File: src/rtl/seg_scan_decoder_if.sv
// rtl/seg_scan_decoder_if.sv - scan-line inputs and recovered digit outputs of the 7-segment scan decoder
interface seg_scan_decoder_if;
  logic [3:0]  ds;
  logic [7:0]  seg;
  logic [19:0] vals;
  logic [3:0]  digit_valid;
  logic        update;
  logic [1:0]  update_idx;
  logic        glyph_err;

  modport master (
    output ds, seg,
    input  vals, digit_valid, update, update_idx, glyph_err
  );

  modport slave (
    input  ds, seg,
    output vals, digit_valid, update, update_idx, glyph_err
  );
endinterface

File: src/rtl/seg_scan_decoder.sv
// rtl/seg_scan_decoder.sv - recovers four {DP, nibble} digits from a multiplexed 7-segment scan; SEGDEC_TIMEOUT_EN adds per-digit staleness timeout
module seg_scan_decoder #(
  parameter int SETTLE_CYCLES  = 4,
  parameter bit SEG_ACTIVE_LOW = 1'b1,
  parameter bit DS_ACTIVE_LOW  = 1'b1,
  parameter int TIMEOUT_CYCLES = 100000
) (
  input logic               clk,
  input logic               rst_n,
  seg_scan_decoder_if.slave bus
);

  localparam int CW = (SETTLE_CYCLES < 2) ? 1 : $clog2(SETTLE_CYCLES + 1);

  // An out-of-range parameter elaborates this visibly named empty block.
  if (SETTLE_CYCLES < 1 || TIMEOUT_CYCLES < 1) begin : g_param_out_of_range
  end

  typedef enum logic [1:0] {IDLE, SETTLE, HOLD} state_t;

  logic [3:0]    ds_s1, ds_s2;
  logic [7:0]    seg_s1, seg_s2;
  logic [3:0]    ds_n;
  logic [7:0]    seg_n;
  logic          one_hot;
  state_t        state_q, state_d;
  logic [3:0]    lat_ds_q, lat_ds_d;
  logic [7:0]    lat_seg_q, lat_seg_d;
  logic [CW-1:0] cnt_q, cnt_d;
  logic          capture;
  logic [3:0]    cap_sel;
  logic [1:0]    cap_idx;
  logic [4:0]    glyph;
  logic [19:0]   vals_q;
  logic [3:0]    valid_q;
  logic          update_q;
  logic [1:0]    idx_q;
  logic          err_q;
  logic [3:0]    expire;

  // Maps an active-high gfedcba pattern to {hit, nibble}; hit=0 for anything else, blank included.
  function automatic logic [4:0] decode_glyph(input logic [6:0] p);
    case (p)
      7'h3F:   decode_glyph = {1'b1, 4'h0};
      7'h06:   decode_glyph = {1'b1, 4'h1};
      7'h5B:   decode_glyph = {1'b1, 4'h2};
      7'h4F:   decode_glyph = {1'b1, 4'h3};
      7'h66:   decode_glyph = {1'b1, 4'h4};
      7'h6D:   decode_glyph = {1'b1, 4'h5};
      7'h7D:   decode_glyph = {1'b1, 4'h6};
      7'h07:   decode_glyph = {1'b1, 4'h7};
      7'h7F:   decode_glyph = {1'b1, 4'h8};
      7'h6F:   decode_glyph = {1'b1, 4'h9};
      7'h77:   decode_glyph = {1'b1, 4'hA};
      7'h7C:   decode_glyph = {1'b1, 4'hB};
      7'h39:   decode_glyph = {1'b1, 4'hC};
      7'h5E:   decode_glyph = {1'b1, 4'hD};
      7'h79:   decode_glyph = {1'b1, 4'hE};
      7'h71:   decode_glyph = {1'b1, 4'hF};
      default: decode_glyph = 5'b0;
    endcase
  endfunction

  // Two-stage synchronizer on the raw pad lines; no reset needed, reset clears everything downstream.
  always_ff @(posedge clk) begin
    ds_s1  <= bus.ds;
    ds_s2  <= ds_s1;
    seg_s1 <= bus.seg;
    seg_s2 <= seg_s1;
  end

  assign ds_n    = DS_ACTIVE_LOW  ? ~ds_s2  : ds_s2;
  assign seg_n   = SEG_ACTIVE_LOW ? ~seg_s2 : seg_s2;
  assign one_hot = (ds_n != 4'b0) && ((ds_n & (ds_n - 4'd1)) == 4'b0);
  assign glyph   = decode_glyph(seg_n[6:0]);
  assign cap_sel = capture ? ds_n : 4'b0;

  // Index of the selected digit; only meaningful while ds_n is one-hot.
  always_comb begin
    cap_idx = 2'd0;
    case (ds_n)
      4'b0010: cap_idx = 2'd1;
      4'b0100: cap_idx = 2'd2;
      4'b1000: cap_idx = 2'd3;
      default: cap_idx = 2'd0;
    endcase
  end

  // Scan-tracking FSM state register.
  always_ff @(posedge clk) begin
    if (!rst_n) begin
      state_q   <= IDLE;
      lat_ds_q  <= 4'b0;
      lat_seg_q <= 8'b0;
      cnt_q     <= '0;
    end else begin
      state_q   <= state_d;
      lat_ds_q  <= lat_ds_d;
      lat_seg_q <= lat_seg_d;
      cnt_q     <= cnt_d;
    end
  end

  // Next state: wait for a lone strobe, require it stable for SETTLE_CYCLES samples, then capture once.
  always_comb begin
    state_d   = state_q;
    lat_ds_d  = lat_ds_q;
    lat_seg_d = lat_seg_q;
    cnt_d     = cnt_q;
    capture   = 1'b0;
    case (state_q)
      IDLE: begin
        if (one_hot) begin
          lat_ds_d  = ds_n;
          lat_seg_d = seg_n;
          cnt_d     = CW'(1);
          if (SETTLE_CYCLES == 1) begin
            capture = 1'b1;
            state_d = HOLD;
          end else begin
            state_d = SETTLE;
          end
        end
      end
      SETTLE: begin
        if (ds_n != lat_ds_q || seg_n != lat_seg_q) begin
          state_d = IDLE;
          cnt_d   = '0;
        end else begin
          cnt_d = cnt_q + CW'(1);
          if (cnt_q + CW'(1) == CW'(SETTLE_CYCLES)) begin
            capture = 1'b1;
            state_d = HOLD;
          end
        end
      end
      HOLD: begin
        // Segment changes are driver ghosting here; only a strobe change ends the period.
        if (ds_n != lat_ds_q) begin
          state_d = IDLE;
          cnt_d   = '0;
        end
      end
      default: state_d = IDLE;
    endcase
  end

`ifdef SEGDEC_TIMEOUT_EN
  localparam int TW = $clog2(TIMEOUT_CYCLES + 1);

  logic [TW-1:0] tmo_q [4];

  // Per-digit refresh age, cleared on any capture of that digit and saturating at the timeout.
  always_ff @(posedge clk) begin
    for (int i = 0; i < 4; i++) begin
      if (!rst_n || cap_sel[i]) begin
        tmo_q[i] <= '0;
      end else if (tmo_q[i] != TW'(TIMEOUT_CYCLES)) begin
        tmo_q[i] <= tmo_q[i] + TW'(1);
      end
    end
  end

  // A digit expires on the edge its age reaches the timeout, unless it is captured on that edge.
  always_comb begin
    for (int i = 0; i < 4; i++) begin
      expire[i] = !cap_sel[i] && (tmo_q[i] >= TW'(TIMEOUT_CYCLES - 1));
    end
  end
`else
  assign expire = 4'b0;
`endif

  // Captured values, validity and single-cycle result pulses.
  always_ff @(posedge clk) begin
    if (!rst_n) begin
      vals_q   <= 20'b0;
      valid_q  <= 4'b0;
      update_q <= 1'b0;
      idx_q    <= 2'd0;
      err_q    <= 1'b0;
    end else begin
      update_q <= capture && glyph[4];
      err_q    <= capture && !glyph[4];
      if (capture && glyph[4]) begin
        idx_q <= cap_idx;
      end
      for (int i = 0; i < 4; i++) begin
        if (expire[i]) begin
          valid_q[i] <= 1'b0;
        end
        if (cap_sel[i]) begin
          valid_q[i] <= glyph[4];
          if (glyph[4]) begin
            vals_q[5*i +: 5] <= {seg_n[7], glyph[3:0]};
          end
        end
      end
    end
  end

  assign bus.vals        = vals_q;
  assign bus.digit_valid = valid_q;
  assign bus.update      = update_q;
  assign bus.update_idx  = idx_q;
  assign bus.glyph_err   = err_q;

endmodule

File: src/flat_wrapper.sv
// flat-port wrapper written by rule: the top's interface ports become plain ports
module seg_scan_decoder_flat 
#(
  parameter int SETTLE_CYCLES  = 4,
  parameter bit SEG_ACTIVE_LOW = 1'b1,
  parameter bit DS_ACTIVE_LOW  = 1'b1,
  parameter int TIMEOUT_CYCLES = 100000
)
  (clk, rst_n, bus_ds, bus_seg, bus_vals, bus_digit_valid, bus_update, bus_update_idx, bus_glyph_err);
  seg_scan_decoder_if bus_i ();
  input logic clk;
  input logic rst_n;
  input wire logic [$bits(bus_i.ds)-1:0] bus_ds;
  input wire logic [$bits(bus_i.seg)-1:0] bus_seg;
  output wire logic [$bits(bus_i.vals)-1:0] bus_vals;
  output wire logic [$bits(bus_i.digit_valid)-1:0] bus_digit_valid;
  output wire logic [$bits(bus_i.update)-1:0] bus_update;
  output wire logic [$bits(bus_i.update_idx)-1:0] bus_update_idx;
  output wire logic [$bits(bus_i.glyph_err)-1:0] bus_glyph_err;
  assign bus_i.ds = bus_ds;
  assign bus_i.seg = bus_seg;
  assign bus_vals = bus_i.vals;
  assign bus_digit_valid = bus_i.digit_valid;
  assign bus_update = bus_i.update;
  assign bus_update_idx = bus_i.update_idx;
  assign bus_glyph_err = bus_i.glyph_err;
  seg_scan_decoder #(.SETTLE_CYCLES(SETTLE_CYCLES), .SEG_ACTIVE_LOW(SEG_ACTIVE_LOW), .DS_ACTIVE_LOW(DS_ACTIVE_LOW), .TIMEOUT_CYCLES(TIMEOUT_CYCLES)) u_core (.clk(clk), .rst_n(rst_n), .bus(bus_i));
endmodule
File: config.mk
export PLATFORM = sky130hd
export DESIGN_NAME = seg_scan_decoder_flat
export DESIGN_NICKNAME = d
export VERILOG_FILES = /design/src/rtl/seg_scan_decoder_if.sv /design/src/rtl/seg_scan_decoder.sv /design/src/flat_wrapper.sv
export SDC_FILE = /design/constraint.sdc
export NUM_CORES = 1
export LEC_CHECK = 0
export BUFFER_PORTS_ARGS = -buffer_cell sky130_fd_sc_hd__buf_4
export CELL_PAD_IN_SITES_DETAIL_PLACEMENT = 0
export CELL_PAD_IN_SITES_GLOBAL_PLACEMENT = 1
export CORE_MARGIN = 2
export CORE_UTILIZATION = 43
export CTS_CLUSTER_SIZE = 24
export DETAILED_ROUTE_END_ITERATION = 8
export GPL_TIMING_DRIVEN = 0
export PLACE_DENSITY = 0.84
export SYNTH_ARGS = -nofsm -noshare
export SYNTH_HDL_FRONTEND = slang
export SYNTH_SLANG_ARGS = --single-unit
File: constraint.sdc
create_clock -name clk -period 3.1 [get_ports clk]
set_input_delay 0.93 -clock clk [delete_from_list [all_inputs] [get_ports clk]]
set_output_delay 0.93 -clock clk [all_outputs]
set_load 0.01 [all_outputs]
==> reports/metrics.yaml <==
run_status:
  outcome: "completed"
place:
  dpl.hpwl_um: 4507
  dp_slack_ns: 0.3796
  buffer_ports.inserted: 41
  gpl.final_weighted_congestion: 0.8865
  placedCellCount: 417
global_route:
  grt_remaining_overflow: 0
  grt_pass1_wl_um: 10270
  via_count_of_the_first_global_routing_pass: 2099
  grt_max_degree: 11
  grt_use_total_pct: 17.90
  number_of_antenna_violations_at_the_first_check_in_global_routing: 0
floorplanning:
  core_area_um2: 6459
  placement_rows: 29
  initial_core_util_pct: 45.02
  die-area_um2: 7436
  die_height_um: 86.24
  die_outline_width_um: 86.24
  count_of_boundary_i_o_pins: 42
clocking:
  clock-sinks: 69
  post-cts-setup-buffer-count: 0
  holdBufCountCts: 0
  post_cts_resize_count: 0
  ctsLongestPathBuffers: 2
  cts_buffers: 9
  path_clk_slew_ns: 0.06
  clk-insertion-delay-late_ns: 0.34
  clk_root_buffer_cell: "sky130_fd_sc_hd__clkbuf_8"
  cts.htree.levels: 3
  cts_tree: "yes"
synth:
  most_used_standard_cell_by_instance_count_after_synthesis: "sky130_fd_sc_hd__dfxtp_1"
  synthDistinctLibCells: 50
  mappedNetlistArea_um2: 2908
  ys_async_sr_fraction_pct: 0
  seq_area_frac_synth_pct: 47.50
  synth_fp_nets: 319
  yosysTopAreaCellShare_pct: 47.50
  synth_area_leaders: "sky130_fd_sc_hd__dfxtp_1 (48%), sky130_fd_sc_hd__mux2i_1 (5.9%), sky130_fd_sc_hd__xor2_1 (4.5%), sky130_fd_sc_hd__nand2_1 (4.0%), sky130_fd_sc_hd__a211oi_1 (3.6%)"
  ys_top_cells_by_count: "sky130_fd_sc_hd__dfxtp_1 (69), sky130_fd_sc_hd__nand2_1 (31), sky130_fd_sc_hd__nor2_1 (20), sky130_fd_sc_hd__mux2i_1 (17), sky130_fd_sc_hd__xor2_1 (15)"
  synth-seq-cells: 69
  yosys_warnings: 0
  synth_edf_count: 0
  synth_area_leader_cell: "sky130_fd_sc_hd__dfxtp_1"
  post_synth_inst_count: 299
  ys.flop_type: "sky130_fd_sc_hd__dfxtp_1"
  synthesis.area_per_instance_um2: 9.725
route:
  viasPerCell: 5.346
  wire_length_after_detailed_routing_um: 6172
  drt_iter0_markers: 84
  ant_nets: 0
  remaining_drc_errors: 0
  wl_per_cell_um: 14.32
  num_vias: 2304
  first_pass_iters: 4
critical_path:
  worst-endpoint-required_ns: 3.28
  classification_of_the_worst_setup_path: "register to register"
  startpoint_type: "register"
  crit_path_cell_trace: "ha_1, xor2_1, nand4_1, nor4_1, o311ai_1, mux2i_1"
  crit_end_category: "register"
  rr_startpoint: "u_core.cnt_q[0]$_SDFFE_PN0P_"
  crit_path_max_fanout: 7
  cp.arrival_ns: 3.00
  peak_per_stage_delay_on_the_critical_path_ns: 0.90
  critical_path.startpoint: "u_core.cnt_q[0]$_SDFFE_PN0P_"
  critPathBufInv: 0
  cpMaxStageDelayCell: "sky130_fd_sc_hd__nor4_1"
  timing.critical_path.max_delay_family: "simple AND/OR/NAND/NOR gates"
sta:
  timing.hold.ws_ns: 0.3273
  fin_ws_ns: 0.2866
  setup_viol_count_final: 0
  skew_ns: 0.005268
  setup_repair_after_global_routing_missed_its_margin: "false"
  max-slew-margin-rel_pct: 26.52
  tns_ns: 0
  min_period_over_period_pct: 90.75
  timing.final.hold_violations: 0
  fin_crit_ns: 2.813
  timing.final.max_slew_violations: 0
  achievable-frequency_ghz: 0.3554
  worst-slew-pin-transition_ns: 1.092
final_layout:
  total_number_of_nets_in_the_final_design: 371
  synthToLayoutAreaGrowth_pct: 19.58
  layoutNonFillerInstCount: 431
  diodes: 0
  drive_gt1_share_pct: 20.62
flow_run:
  timing.max_cap.violations: 0
power_and_ir_drop:
  ir_drop_mv: 0.3592
  power.density_nw_per_um2: 517.8
  static-leakage-power_nw: 1.471
worst_hold_path:
  holdCritPathClass: "register to register"
  holdCritStartpoint: "u_core.ds_s1[1]$_DFF_P_"
## cell type report
| type | count | area [µm²] |
|---|---|---|
| plain buffers | 20 | 108.9 |
| clock buffers | 12 | 155.1 |
| clock inverters | 2 | 10.01 |
| fillers | 609 | 2982 |
| inverters | 11 | 41.29 |
| multi-input cells | 199 | 1376 |
| flip-flops and latches | 69 | 1381 |
| well taps | 77 | 96.34 |
| repair buffers | 41 | 307.8 |
## placed cells by master (no fill, tap or decap), types with 2 or more instances in the layout
master	synthesis	layout
sky130_fd_sc_hd__inv_1	10	10
sky130_fd_sc_hd__nand3b_1	2	2
sky130_fd_sc_hd__xnor2_1	2	2
sky130_fd_sc_hd__o311ai_1	2	2
sky130_fd_sc_hd__a31oi_1	3	3
sky130_fd_sc_hd__dfxtp_1	69	69
sky130_fd_sc_hd__clkbuf_8	0	11
sky130_fd_sc_hd__nand2b_1	3	3
sky130_fd_sc_hd__nor2_1	20	20
sky130_fd_sc_hd__a311oi_1	2	2
sky130_fd_sc_hd__a21oi_1	7	7
sky130_fd_sc_hd__nand4_1	7	7
sky130_fd_sc_hd__nor4_1	2	2
sky130_fd_sc_hd__o21a_1	6	6
sky130_fd_sc_hd__buf_4	5	46
sky130_fd_sc_hd__nor3b_1	2	2
sky130_fd_sc_hd__nand3_1	6	6
sky130_fd_sc_hd__a31o_2	2	2
sky130_fd_sc_hd__a211oi_1	14	14
sky130_fd_sc_hd__o211a_1	3	3
sky130_fd_sc_hd__a32o_1	2	2
sky130_fd_sc_hd__buf_2	6	6
sky130_fd_sc_hd__and3_1	2	2
sky130_fd_sc_hd__ha_1	6	6
sky130_fd_sc_hd__mux2i_1	17	17
sky130_fd_sc_hd__nand2_1	31	31
sky130_fd_sc_hd__o31a_1	2	2
sky130_fd_sc_hd__nor4bb_1	2	2
sky130_fd_sc_hd__xor2_1	15	15
sky130_fd_sc_hd__o21ai_0	13	13
sky130_fd_sc_hd__a211o_1	3	3
sky130_fd_sc_hd__nor2b_1	3	3
sky130_fd_sc_hd__clkbuf_1	8	9
sky130_fd_sc_hd__clkinv_2	0	2
sky130_fd_sc_hd__a311oi_4	2	2
sky130_fd_sc_hd__nor3_1	3	3
sky130_fd_sc_hd__nor4b_1	2	2
## power breakdown
group          leakage (nW)  switching [mW]  internal [mW]
logic                 0.816           0.130         0.0887
clock network        0.0881           0.302          0.323
registers             0.567          0.0272          0.930
total                  1.47           0.459           1.34
## metrics by stage
stage               power (mW)  util [%]  area [µm²]
finish                   1.801     53.84        3477
global route             1.897     53.84        3477
CTS                      1.820     53.84        3477
detailed placement       1.194     51.28        3312
global placement         1.189     51.28        3312
floorplan                1.135         -        2908
## layer usage
metal  up-vias  GRT usage, %  wire length (µm)
met5         -             0                 0
met4         0         6.960                65
met3         6         4.952               305
met2        54         25.65              2683
met1      1077         25.60              3118
li1       1167             -                 -
## state kept, by name, summed over array words and instances, names as in the netlist
signal and cells:
u_core.seg_s1 8, u_core.lat_ds_q 4, u_core.lat_seg_q 8, u_core.bus.digit_valid 4
u_core.bus.update_idx 2, u_core.ds_s2 4, u_core.bus.glyph_err 1, u_core.state_q 2
u_core.bus.update 1, u_core.ds_s1 4, u_core.cnt_q 3, u_core.bus.vals 20
u_core.seg_s2 8
## worst register-to-register path: cells and delay by family, from the launching register on
family,cells,cell delay (ns)
AOI/OAI and AO/OA,1,0.54
xor gates and xnor gates,1,0.27
adders and majority gates,1,0.21
DFF,1,0.38
muxes,1,0.22
and+or+nand+nor,2,1.05
## logic make-up (layout without fill, tap and decap cells)
kind of cell | Yosys count | in the layout | synth area share (%)
AOI/OAI and AO/OA | 68 | 68 | 18.03
xor gates and xnor gates | 17 | 17 | 5.121
adders and majority gates | 6 | 6 | 2.582
buffers and inverters | 31 | 86 | 5.164
DFF | 69 | 69 | 47.50
muxes | 17 | 17 | 5.852
and+or+nand+nor | 91 | 91 | 15.75
## final timing paths
check                                     endpoint  depth (start not counted)  slack, ns
setup / recovery  u_core.bus.vals[14]$_SDFFE_PN0P_                          6       0.29
hold / removal             u_core.ds_s2[1]$_DFF_P_                          0       0.33
setup reg to reg  u_core.bus.vals[14]$_SDFFE_PN0P_                          6       0.29
hold reg to reg            u_core.ds_s2[1]$_DFF_P_                          0       0.33
Power figures use the tool's default switching activity.
